==> src/rtl/spi_target.sv <==
// SPI mode-0 target. SPIClk, nSPISel and SPIDi are brought into the Clk domain
// through equal-depth synchronizers. Received bytes are deframed MSB-first into
// RXData, and a one-byte holding register is serialized onto SPIDo.
module spi_target #(
  parameter int          SYNC_STAGES = 2,
  parameter logic [7:0]  IDLE_BYTE   = 8'hFF
) (
  input  logic       Clk,
  input  logic       nReset,
  input  logic       SPIClk,
  input  logic       nSPISel,
  input  logic       SPIDi,
  output logic       SPIDo,
  output logic       SPIDoEn,
  output logic [7:0] RXData,
  output logic       RXValid,
  input  logic [7:0] TXData,
  input  logic       TXLoad,
  output logic       TXReady,
  output logic       FrameStart,
  output logic       FrameEnd,
  output logic       TXUnderrun
);

  typedef enum logic {IDLE, ACTIVE} state_t;

  state_t                 state_reg, state_next;
  logic [SYNC_STAGES-1:0] sclk_sync_reg, nsel_sync_reg, di_sync_reg, vld_sync_reg;
  logic                   sclk_prev_reg;
  logic                   armed_reg;
  logic [2:0]             bit_cnt_reg, bit_cnt_next;
  logic [7:0]             rx_shift_reg, rx_shift_next;
  logic [7:0]             tx_shift_reg, tx_shift_next;
  logic [7:0]             rx_data_reg, rx_data_next;
  logic                   rx_valid_reg, rx_valid_next;
  logic                   do_reg, do_next;
  logic                   do_en_reg, do_en_next;
  logic                   frame_start_reg, frame_start_next;
  logic                   frame_end_reg, frame_end_next;
  logic                   underrun_reg, underrun_next;
  logic [7:0]             hold_reg;
  logic                   hold_full_reg;
  logic                   reload, consume, accept;
  logic                   sclk_s, nsel_s, di_s, sclk_rise, sclk_fall;
  logic [7:0]             tx_load_byte;

  assign sclk_s    = sclk_sync_reg[SYNC_STAGES-1];
  assign nsel_s    = nsel_sync_reg[SYNC_STAGES-1];
  assign di_s      = di_sync_reg[SYNC_STAGES-1];
  assign sclk_rise = sclk_s & ~sclk_prev_reg;
  assign sclk_fall = ~sclk_s & sclk_prev_reg;

  // Byte presented at frame start or at a byte boundary.
  assign tx_load_byte = hold_full_reg ? hold_reg : IDLE_BYTE;
  assign consume      = reload & hold_full_reg;
  // A load in the cycle the register is consumed is taken after the consume.
  assign accept       = TXLoad & (~hold_full_reg | consume);

  // Synchronizers, preset to the idle bus. The valid chain marks when the
  // select synchronizer holds a real sample rather than its reset preset, so a
  // select already low at reset release cannot be mistaken for a frame start.
  always_ff @(posedge Clk or negedge nReset) begin
    if (!nReset) begin
      sclk_sync_reg <= '0;
      nsel_sync_reg <= '1;
      di_sync_reg   <= '0;
      vld_sync_reg  <= '0;
      sclk_prev_reg <= 1'b0;
      armed_reg     <= 1'b0;
    end else begin
      sclk_sync_reg <= {sclk_sync_reg[SYNC_STAGES-2:0], SPIClk};
      nsel_sync_reg <= {nsel_sync_reg[SYNC_STAGES-2:0], nSPISel};
      di_sync_reg   <= {di_sync_reg[SYNC_STAGES-2:0], SPIDi};
      vld_sync_reg  <= {vld_sync_reg[SYNC_STAGES-2:0], 1'b1};
      sclk_prev_reg <= sclk_s;
      armed_reg     <= armed_reg | (vld_sync_reg[SYNC_STAGES-1] & nsel_s);
    end
  end

  // Frame state machine and shift datapath: next-state and output decode.
  always_comb begin
    state_next       = state_reg;
    bit_cnt_next     = bit_cnt_reg;
    rx_shift_next    = rx_shift_reg;
    tx_shift_next    = tx_shift_reg;
    rx_data_next     = rx_data_reg;
    rx_valid_next    = 1'b0;
    do_next          = do_reg;
    do_en_next       = do_en_reg;
    frame_start_next = 1'b0;
    frame_end_next   = 1'b0;
    reload           = 1'b0;
    case (state_reg)
      IDLE: begin
        if (armed_reg && !nsel_s) begin
          state_next       = ACTIVE;
          frame_start_next = 1'b1;
          do_en_next       = 1'b1;
          bit_cnt_next     = 3'd0;
          rx_shift_next    = 8'h00;
          reload           = 1'b1;
        end
      end
      ACTIVE: begin
        if (nsel_s) begin
          // Deselect wins over any SPIClk edge seen in the same cycle.
          state_next     = IDLE;
          frame_end_next = 1'b1;
          do_en_next     = 1'b0;
          do_next        = 1'b1;
          bit_cnt_next   = 3'd0;
          rx_shift_next  = 8'h00;
        end else if (sclk_rise) begin
          rx_shift_next = {rx_shift_reg[6:0], di_s};
          bit_cnt_next  = bit_cnt_reg + 3'd1;
          if (bit_cnt_reg == 3'd7) begin
            rx_data_next  = {rx_shift_reg[6:0], di_s};
            rx_valid_next = 1'b1;
          end
        end else if (sclk_fall) begin
          if (bit_cnt_reg != 3'd0) begin
            tx_shift_next = {tx_shift_reg[6:0], 1'b0};
            do_next       = tx_shift_reg[6];
          end else begin
            reload = 1'b1;
          end
        end
      end
      default: state_next = IDLE;
    endcase
    underrun_next = reload & ~hold_full_reg;
    if (reload) begin
      tx_shift_next = tx_load_byte;
      do_next       = tx_load_byte[7];
    end
  end

  // State and datapath registers.
  always_ff @(posedge Clk or negedge nReset) begin
    if (!nReset) begin
      state_reg       <= IDLE;
      bit_cnt_reg     <= 3'd0;
      rx_shift_reg    <= 8'h00;
      tx_shift_reg    <= 8'h00;
      rx_data_reg     <= 8'h00;
      rx_valid_reg    <= 1'b0;
      do_reg          <= 1'b1;
      do_en_reg       <= 1'b0;
      frame_start_reg <= 1'b0;
      frame_end_reg   <= 1'b0;
      underrun_reg    <= 1'b0;
    end else begin
      state_reg       <= state_next;
      bit_cnt_reg     <= bit_cnt_next;
      rx_shift_reg    <= rx_shift_next;
      tx_shift_reg    <= tx_shift_next;
      rx_data_reg     <= rx_data_next;
      rx_valid_reg    <= rx_valid_next;
      do_reg          <= do_next;
      do_en_reg       <= do_en_next;
      frame_start_reg <= frame_start_next;
      frame_end_reg   <= frame_end_next;
      underrun_reg    <= underrun_next;
    end
  end

  // TX holding register: capture when empty, or when emptied this same cycle.
  always_ff @(posedge Clk or negedge nReset) begin
    if (!nReset) begin
      hold_reg      <= 8'h00;
      hold_full_reg <= 1'b0;
    end else if (accept) begin
      hold_reg      <= TXData;
      hold_full_reg <= 1'b1;
    end else if (consume) begin
      hold_full_reg <= 1'b0;
    end
  end

  assign SPIDo      = do_reg;
  assign SPIDoEn    = do_en_reg;
  assign RXData     = rx_data_reg;
  assign RXValid    = rx_valid_reg;
  assign TXReady    = ~hold_full_reg;
  assign FrameStart = frame_start_reg;
  assign FrameEnd   = frame_end_reg;
  assign TXUnderrun = underrun_reg;

endmodule
==> config.mk <==
export PLATFORM = sky130hd
export DESIGN_NAME = spi_target
export DESIGN_NICKNAME = d
export VERILOG_FILES = /design/src/rtl/spi_target.sv
export SDC_FILE = /design/constraint.sdc
export NUM_CORES = 1
export LEC_CHECK = 0
export CAP_MARGIN = 10
export CORE_MARGIN = 8
export CORE_UTILIZATION = 48
export CTS_CLUSTER_DIAMETER = 30
export DETAILED_ROUTE_END_ITERATION = 10
export PLACE_DENSITY_LB_ADDON = 0.08
export SLEW_MARGIN = 30
export SYNTH_ARGS = -nofsm -noshare
export SYNTH_HDL_FRONTEND = slang
export SYNTH_SLANG_ARGS = --single-unit
export TNS_END_PERCENT = 10
==> constraint.sdc <==
create_clock -name Clk -period 1.75 [get_ports Clk]
set_clock_uncertainty 0.15 [all_clocks]
set_input_delay 0.35 -clock Clk [delete_from_list [all_inputs] [get_ports Clk]]
set_output_delay 0.35 -clock Clk [all_outputs]
set_load 0.01 [all_outputs]
Yosys cells after proc, flatten, opt, wreduce, memory -nomap -nowiden
Index checks and enable logic that the tools add are counted.
{"block": "classes", "bitwise_logic": 13, "n_eq_ne": 7, "mux": 41, "add_sub_neg": 1, "reduce_logical": 14}
{"operator": "$mux W7", "count": 9}
{"operator": "$mux W1", "count": 23}
{"operator": "$pmux W7 S2", "count": 1}
{"operator": "$mux W3", "count": 3}
{"operator": "$reduce_bool A3 Y1", "count": 3}
{"operator": "$mux W8", "count": 1}
{"operator": "$reduce_and A4 Y1", "count": 2}
{"operator": "$reduce_bool A2 Y1", "count": 4}
{"operator": "$and A1 B1 Y1", "count": 6}
{"operator": "$pmux W1 S2", "count": 3}
{"operator": "$pmux W3 S2", "count": 1}
{"operator": "$not A1 Y1", "count": 5}
{"operator": "$reduce_and A5 Y1", "count": 1}
{"operator": "$ne A2 B1 Y1 const B", "count": 2}
{"operator": "$ne A2 B2 Y1 const B", "count": 2}
{"operator": "$reduce_and A2 Y1", "count": 2}
{"operator": "$add A3 B1 Y3 const B", "count": 1}
{"operator": "$eq A3 B3 Y1 const B", "count": 1}
{"operator": "$ne A3 B1 Y1 const B", "count": 1}
{"operator": "$ne A3 B3 Y1 const B", "count": 1}
{"operator": "$or A1 B1 Y1", "count": 2}
{"operator": "$logic_and A1 B1 Y1", "count": 1}
{"operator": "$logic_not A1 Y1", "count": 1}
{"block": "word_totals", "output_inout_bits": 15, "word_cells": 95, "inputBits": 14, "reg_bits": 51}

Longest topological paths before layout
Gate-level depths: netlist of run 1.
{"block": "logic_depth", "word_depth": 10, "depth_mapped": 7, "ltp_nobuf": 6}

Least setup slack after synthesis of run 1
No wires, ideal clock.
{"block": "synth_timing", "kind": "reg-to-reg", "startpoint": "register bit_cnt_reg[0]", "endpoint": "register hold_reg[0]", "path_buffers": 1, "period_less_slack_ns": 1.912, "t_required_ns": 1.475, "path_stages_with_launch": 8, "arrival_ns": 1.636, "slack_ns": -0.162, "setup_time_ns": 0.125, "cell_sequence": "dfrtp_1 > inv_1 > ha_1 > and4bb_2 > a21oi_2 > a21bo_1 > buf_6 > mux2_4"}
{"block": "synth_between", "elab_chain_cells": 9}
{"item": "from (decl)", "line_no": "31", "source": "logic [2:0] bit_cnt_reg, bit_cnt_next;"}
{"item": "from (signal assigned)", "line_no": "154", "source": "bit_cnt_reg <= bit_cnt_next;"}
{"item": "$reduce_bool A3 Y1", "line_no": "121", "source": "if (bit_cnt_reg != 3'd0) begin"}
{"item": "$mux W1", "line_no": "121"}
{"item": "$mux W1", "line_no": "120", "source": "end else if (sclk_fall) begin"}
{"item": "$mux W1", "line_no": "113", "source": "end else if (sclk_rise) begin"}
{"item": "$mux W1", "line_no": "105", "source": "if (nsel_s) begin"}
{"item": "$pmux W1 S2", "line_no": "93", "source": "case (state_reg)"}
{"item": "$and A1 B1 Y1", "line_no": "55", "source": "assign consume = reload & hold_full_reg;"}
{"item": "$or A1 B1 Y1", "line_no": "57", "source": "assign accept = TXLoad & (~hold_full_reg | consume);"}
{"item": "$and A1 B1 Y1", "line_no": "57"}
{"item": "to (signal assigned)", "line_no": "173", "source": "hold_reg <= TXData;"}
{"item": "to (decl)", "line_no": "41", "source": "logic [7:0] hold_reg;"}
No other way between the ends.
A chain may end at the register's enable or synchronous reset.

Final worst setup path of run 1
{"block": "layout_timing", "startpoint": "register bit_cnt_reg[0]", "endpoint": "register hold_reg[7]"}
Same word-level chain as after synthesis.

==> results.json, run 1 <==
{
  "ioPinCount": 29,
  "slowest_stage": "dfrtp_1",
  "cts_buffer_depth": 2,
  "die_w_um": 80.9,
  "synthToLayoutAreaGrowth_pct": 29.9,
  "coreArea_um2": 4030,
  "failed_checks": "negative setup slack",
  "drive_gt1_frac": 0.297,
  "ys_ff_latch": 51,
  "path_class": "register to register",
  "grt_antenna_before_repair": 0,
  "comb_power_share": 0.134,
  "grt_pass1_vias": 1408,
  "grt_busiest_layer": "met2",
  "ys_types": 32,
  "rsz0062_at_grt": "yes",
  "finalCritPeriodShare": 1.01,
  "pre_cts_ws_ns": -0.199,
  "synthCells": 148,
  "syn-num-nets": 165,
  "die_h_um": 80.9,
  "dp_hpwl_um": 2560,
  "p_seq_frac": 0.550,
  "status": "finished with violations",
  "placed_area_um2": 2460,
  "ys_seq_area_frac": 0.632,
  "power.share.clock": 0.316,
  "initial_core_util": 0.502,
  "drc": 0,
  "h-tree-depth": 2,
  "tns_ns": -0.0960,
  "crit_arrival_ns": 1.80,
  "crit_required_ns": 1.79,
  "place.gp.congestion": 0.817,
  "portBuffers": 28,
  "yosysTopAreaCell": "dfrtp_1",
  "p_int_mw": 1.92,
  "period_minus_slack_ns": 1.77,
  "clkLatencyLatePin_ns": 0.30,
  "min_path_type": "register to register",
  "synth-main-ff-cell": "dfrtp_1",
  "die-area_um2": 6550,
  "slew_viol_final": 0,
  "pwr_density_cell_nw_per_um2": 954,
  "wl_per_cell_um": 14.5,
  "fmax_mhz": 566,
  "path_clk_slew_ns": 0.08,
  "synth.avg_cell_area_um2": 13.7,
  "grt_max_degree": 52,
  "use_met3": 0.0453,
  "synth_commonest_cells": "dfrtp_1 (48), nor2_1 (18), mux2_2 (9)",
  "synth_top_area_frac": 0.593,
  "clock-root-buffer": "clkbuf_8",
  "crit_chain": "inv_1 -> ha_2 -> and4bb_2 -> a21oi_4 -> a21bo_4 -> mux2_4",
  "drtIter0Drc": 21,
  "cts_buffers": 5,
  "nFillCells": 310,
  "cap_violations": 0,
  "cts_sinks": 51,
  "p_sw_mw": 0.585,
  "yosys_warnings": 0,
  "yosysMostFrequentCell": "dfrtp_1",
  "antennaDiodeCount": 0,
  "setup_slack_ns": -0.0178,
  "viasPerCell": 5.17,
  "async_flop_share": 1.00,
  "grt_pass1_wl_um": 6180,
  "fp-row-count": 23,
  "crit_path_end_kind": "register",
  "final-setup-viol-count": 8,
  "grt_use_total": 0.122,
  "max_stage_delay_ns": 0.39,
  "cp_max_fo": 8,
  "power.switching_fraction": 0.233,
  "use_met2": 0.211,
  "hold_violations": 0,
  "drt-total-wl_um": 3550,
  "vdd_ir_drop_max_mv": 0.665,
  "synthTopCellsByArea": "dfrtp_1 (59%), mux2_4 (5.9%), mux2_2 (5.0%), dfstp_2 (3.9%), nor2_1 (3.3%)",
  "synth-edff-count": 0,
  "grt_use_met1": 0.128,
  "drt_pass1_iterations": 4,
  "antenna_left": 0,
  "fin_nets": 211,
  "cts_tree": "built",
  "grt_overflow_total": 0,
  "synth_area_um2": 2020,
  "power_leakage_nw": 1.27,
  "design_area_um2": 2630,
  "fin_util": 0.652,
  "start_kind": "register",
  "vias": 1267
}
[per-stage QoR]
step / hold WS, ns / power, mW / cells
finish: 0.206 / 2.51 / 245
global route: 0.215 / 2.64 / 245
CTS: 0.210 / 2.54 / 245
detailed placement: 0.189 / 1.73 / 236
global placement: 0.185 / 1.72 / 236
floorplan: -0.0956 / 1.58 / 148
[power groups by stage]
stage                     registers [mW]  clock network [mW]  logic [mW]
after floorplan                     1.38                   0       0.202
after global placement              1.40                   0       0.322
after detailed placement            1.40                   0       0.335
after CTS                           1.38               0.820       0.337
after global routing                1.40               0.877       0.371
final                               1.38               0.792       0.336
[layout make-up]
type | instances | area (µm²) | area share
clock inverter | 3 | 43.8 | 0.0167
multi-input combinational | 88 | 743 | 0.283
timing repair buffer | 44 | 415 | 0.158
clock buffer | 5 | 68.8 | 0.0262
inverter | 4 | 15.0 | 0.00571
sequential | 51 | 1280 | 0.487
tap | 50 | 62.6 | 0.0238
[routing by layer]
metal | vias up | share of wire
met1 | 622 | 0.42
met4 | 0 | 0.018
li1 | 604 | -
met5 | - | 0
met3 | 7 | 0.060
met2 | 34 | 0.50
[timing repair]
action                     in CTS  in global routing
hold buffers                    1                  0
resized for setup               6                  8
pin swaps                       1                  0
buffers inserted                0                  0
hold endpoints to repair       48                  0
setup endpoints to repair      16                 25
[path summary, 6_finish.rpt]
path / from / depth (start not counted) / slack (ns) / end
max in group asynchronous: nReset / 3 / 0.76 / nsel_sync_reg[1]$_DFF_PN1_
worst max register to register: bit_cnt_reg[0]$_DFFE_PN0P_ / 6 / -0.02 / hold_reg[7]$_DFFE_PN0P_
min in group asynchronous: nReset / 3 / 0.41 / rx_shift_reg[5]$_DFFE_PN0P_
worst max-delay path: bit_cnt_reg[0]$_DFFE_PN0P_ / 6 / -0.02 / hold_reg[7]$_DFFE_PN0P_
worst min register to register: sclk_sync_reg[0]$_DFF_PN0_ / 0 / 0.21 / sclk_sync_reg[1]$_DFF_PN0_
worst min-delay path: sclk_sync_reg[0]$_DFF_PN0_ / 0 / 0.21 / sclk_sync_reg[1]$_DFF_PN0_
[layout by cell type (no fill, tap or decap), drive strengths merged, types with 4 or more instances in the layout]
cell type | netlist | layout
dfrtp | 48 | 48
clkdlybuf4s50 | 0 | 22
nor2 | 18 | 18
mux2 | 17 | 17
buf | 3 | 16
a22o | 7 | 7
nand2 | 7 | 7
a211oi | 6 | 6
nor3 | 6 | 6
o21ai | 5 | 5
clkbuf | 2 | 5
inv | 4 | 4
[kinds of logic (layout without fill, tap and decap cells)]
group / count (synthesis) / count (layout) / share of synthesized area
compound gates: 26 / 26 / 0.0995
fa+ha+maj: 3 / 3 / 0.0185
buf+inv: 9 / 56 / 0.0247
flops: 51 / 51 / 0.632
mux: 17 / 17 / 0.109
other cells: 1 / 1 / 0.00185
simple gates: 41 / 41 / 0.114
[critical path, delay by kind of cell, from the launching register on]
| kind | cells | cell delay, ns |
|---|---|---|
| buf+inv | 1 | 0.07 |
| flops | 1 | 0.39 |
| mux | 1 | 0.31 |
| simple gates | 1 | 0.26 |
| compound gates | 2 | 0.34 |
| fa+ha+maj | 1 | 0.15 |
(Power assumes the default switching activity.)
==> inputs of run 2 (changes only) <==
--- a/config.mk
+++ b/config.mk
@@ -11,6 +11,7 @@
 export CTS_CLUSTER_DIAMETER = 30
 export DETAILED_ROUTE_END_ITERATION = 10
 export PLACE_DENSITY_LB_ADDON = 0.08
+export SETUP_SLACK_MARGIN = 0.4
 export SLEW_MARGIN = 30
 export SYNTH_ARGS = -nofsm -noshare
 export SYNTH_HDL_FRONTEND = slang
==> run 2 against run 1 <==
The run still ends with negative setup slack left; cell count is the same; non-clock buffer count unchanged; core utilization is 1.2 points lower; worst hold slack got worse by 0.00064 ns; combinational power is essentially flat; critical path type unchanged; critical endpoint unchanged.
==> results.json, run 2 (synthesis gave the netlist of run 1 again) <==
{
  "status": "finished with violations",
  "failed_checks": "negative setup slack",
  "dp_hpwl_um": 2560,
  "initial_core_util": 0.502,
  "final_common_cell": "dfrtp_1",
  "grt_max_degree": 52,
  "crit_path_end_kind": "register",
  "setup_slack_ns": -0.0173,
  "drc": 0,
  "clkLatencyLatePin_ns": 0.30,
  "hold_violations": 0,
  "grt_pass1_wl_um": 6180,
  "crit_chain": "inv_1 -> ha_2 -> and4bb_2 -> a21oi_4 -> a21bo_4 -> mux2_4",
  "fin_util": 0.640,
  "grt_use_total": 0.122,
  "cts_sinks": 51,
  "drtIter0Drc": 28,
  "placed_area_um2": 2460,
  "slew_viol_final": 0,
  "cts_setup_buffers": 0,
  "grt_use_met1": 0.128,
  "path_class": "register to register",
  "vdd_ir_drop_max_mv": 0.663,
  "min_path_type": "register to register",
  "cts_tree": "built",
  "wl_per_cell_um": 14.9,
  "finalCritPeriodShare": 1.01,
  "ff2ff_path_depth": 6,
  "min-delay-start": "sclk_sync_reg[0]$_DFF_PN0_",
  "place.gp.congestion": 0.817,
  "antenna_left": 0,
  "reg2reg_to": "hold_reg[7]$_DFFE_PN0P_",
  "fmax_mhz": 566,
  "drive_gt1_frac": 0.385,
  "pwr_density_cell_nw_per_um2": 974,
  "grt_overflow_total": 0,
  "fin_nets": 211,
  "use_met3": 0.0453,
  "grt_antenna_before_repair": 0,
  "grt_pass1_vias": 1406,
  "period_minus_slack_ns": 1.77,
  "portBuffers": 28,
  "holdPathStages": 0,
  "antennaDiodeCount": 0,
  "coreArea_um2": 4030,
  "final_cell_mix": "dfrtp_1 (48), nor2_1 (17), buf_4 (13)",
  "die-area_um2": 6550,
  "h-tree-depth": 2,
  "power_leakage_nw": 1.23,
  "crit_arrival_ns": 1.81,
  "path_buf_inv": 1,
  "rsz0062_at_grt": "yes",
  "crit_required_ns": 1.79,
  "crit_family": "flip-flops",
  "fin_total_pwr_mw": 2.51,
  "drt_pass1_iterations": 4,
  "cp_max_fo": 8,
  "design_area_um2": 2580,
  "slowest_stage": "dfrtp_1",
  "cap_violations": 0,
  "fp-row-count": 23,
  "r2r_slack_ns": -0.02,
  "use_met2": 0.211,
  "r2r_start": "bit_cnt_reg[0]$_DFFE_PN0P_",
  "die_h_um": 80.9,
  "die_w_um": 80.9,
  "cts_buffers": 5,
  "final-setup-viol-count": 8,
  "drt-total-wl_um": 3640,
  "grt_busiest_layer": "met2",
  "start_kind": "register",
  "pre_cts_ws_ns": -0.199,
  "vias": 1266,
  "tns_ns": -0.101,
  "viasPerCell": 5.17,
  "path_clk_slew_ns": 0.08,
  "cts_buffer_depth": 2,
  "ioPinCount": 29,
  "max_stage_delay_ns": 0.39,
  "hold_end": "sclk_sync_reg[1]$_DFF_PN0_",
  "synthToLayoutAreaGrowth_pct": 27.4,
  "clock-root-buffer": "clkbuf_8"
}
## run 2: per-stage QoR
| stage | cells | hold slack (ns) |
|---|---|---|
| 6_report | 245 | 0.205 |
| 5_1_grt | 245 | 0.215 |
| 3_3_place_gp | 236 | 0.185 |
| 2_1_floorplan | 148 | -0.0956 |
| 3_5_place_dp | 236 | 0.189 |
| 4_1_cts | 245 | 0.210 |
## run 2: timing repair
item | in CTS | in global routing
pin swaps | 2 | 3
hold endpoints to repair | 48 | 0
gates resized for setup | 6 | 47
setup endpoints to repair | 52 | 52
hold buffers | 1 | 0
## run 2: final cells by class
cell class              count  area, µm²
flip-flops and latches     51       1280
repair buffers             44        355
well taps                  50       62.6
fillers                   324       1450
clock inverters             3       43.8
multi-input cells          88        754
inverters                   4       15.0
clock buffers               5       68.8
## run 2: metal layers
| layer | up-vias | routed length (µm) |
|---|---|---|
| met5 | - | 0 |
| met4 | 0 | 126 |
| met3 | 13 | 218 |
| met2 | 34 | 1820 |
| met1 | 617 | 1480 |
| li1 | 602 | - |
## run 2: how the worst max path moves through the flow
stage / startpoint / to / slack (ns) / cells past startpoint
2_1_floorplan: bit_cnt_reg[1]$_DFFE_PN0P_ / hold_reg[0]$_DFFE_PN0P_ / -0.1 / 7
3_3_place_gp: bit_cnt_reg[1]$_DFFE_PN0P_ / hold_reg[3]$_DFFE_PN0P_ / -0.17 / 6
3_5_place_dp: bit_cnt_reg[1]$_DFFE_PN0P_ / hold_reg[5]$_DFFE_PN0P_ / -0.20 / 6
4_1_cts: bit_cnt_reg[0]$_DFFE_PN0P_ / hold_reg[0]$_DFFE_PN0P_ / -0.04 / 6
5_1_grt: bit_cnt_reg[0]$_DFFE_PN0P_ / hold_reg[0]$_DFFE_PN0P_ / -0.08 / 6
6_report: bit_cnt_reg[0]$_DFFE_PN0P_ / hold_reg[7]$_DFFE_PN0P_ / -0.02 / 6
## run 2: report_power, final
group / switching [mW] / total, mW / internal, mW
sequential: 0.0788 / 1.38 / 1.30
clock: 0.367 / 0.792 / 0.425
combinational: 0.142 / 0.339 / 0.197
total: 0.588 / 2.51 / 1.92
==> inputs of run 3 (changes only) <==
--- a/config.mk
+++ b/config.mk
@@ -5,6 +5,7 @@
 export SDC_FILE = /design/constraint.sdc
 export NUM_CORES = 1
 export LEC_CHECK = 0
+export ABC_CLOCK_PERIOD_IN_PS = 1750
 export CAP_MARGIN = 10
 export CORE_MARGIN = 8
 export CORE_UTILIZATION = 48
==> results of run 3 <==
Same layout as run 2: the final DEF is identical, and so are final timing and power.
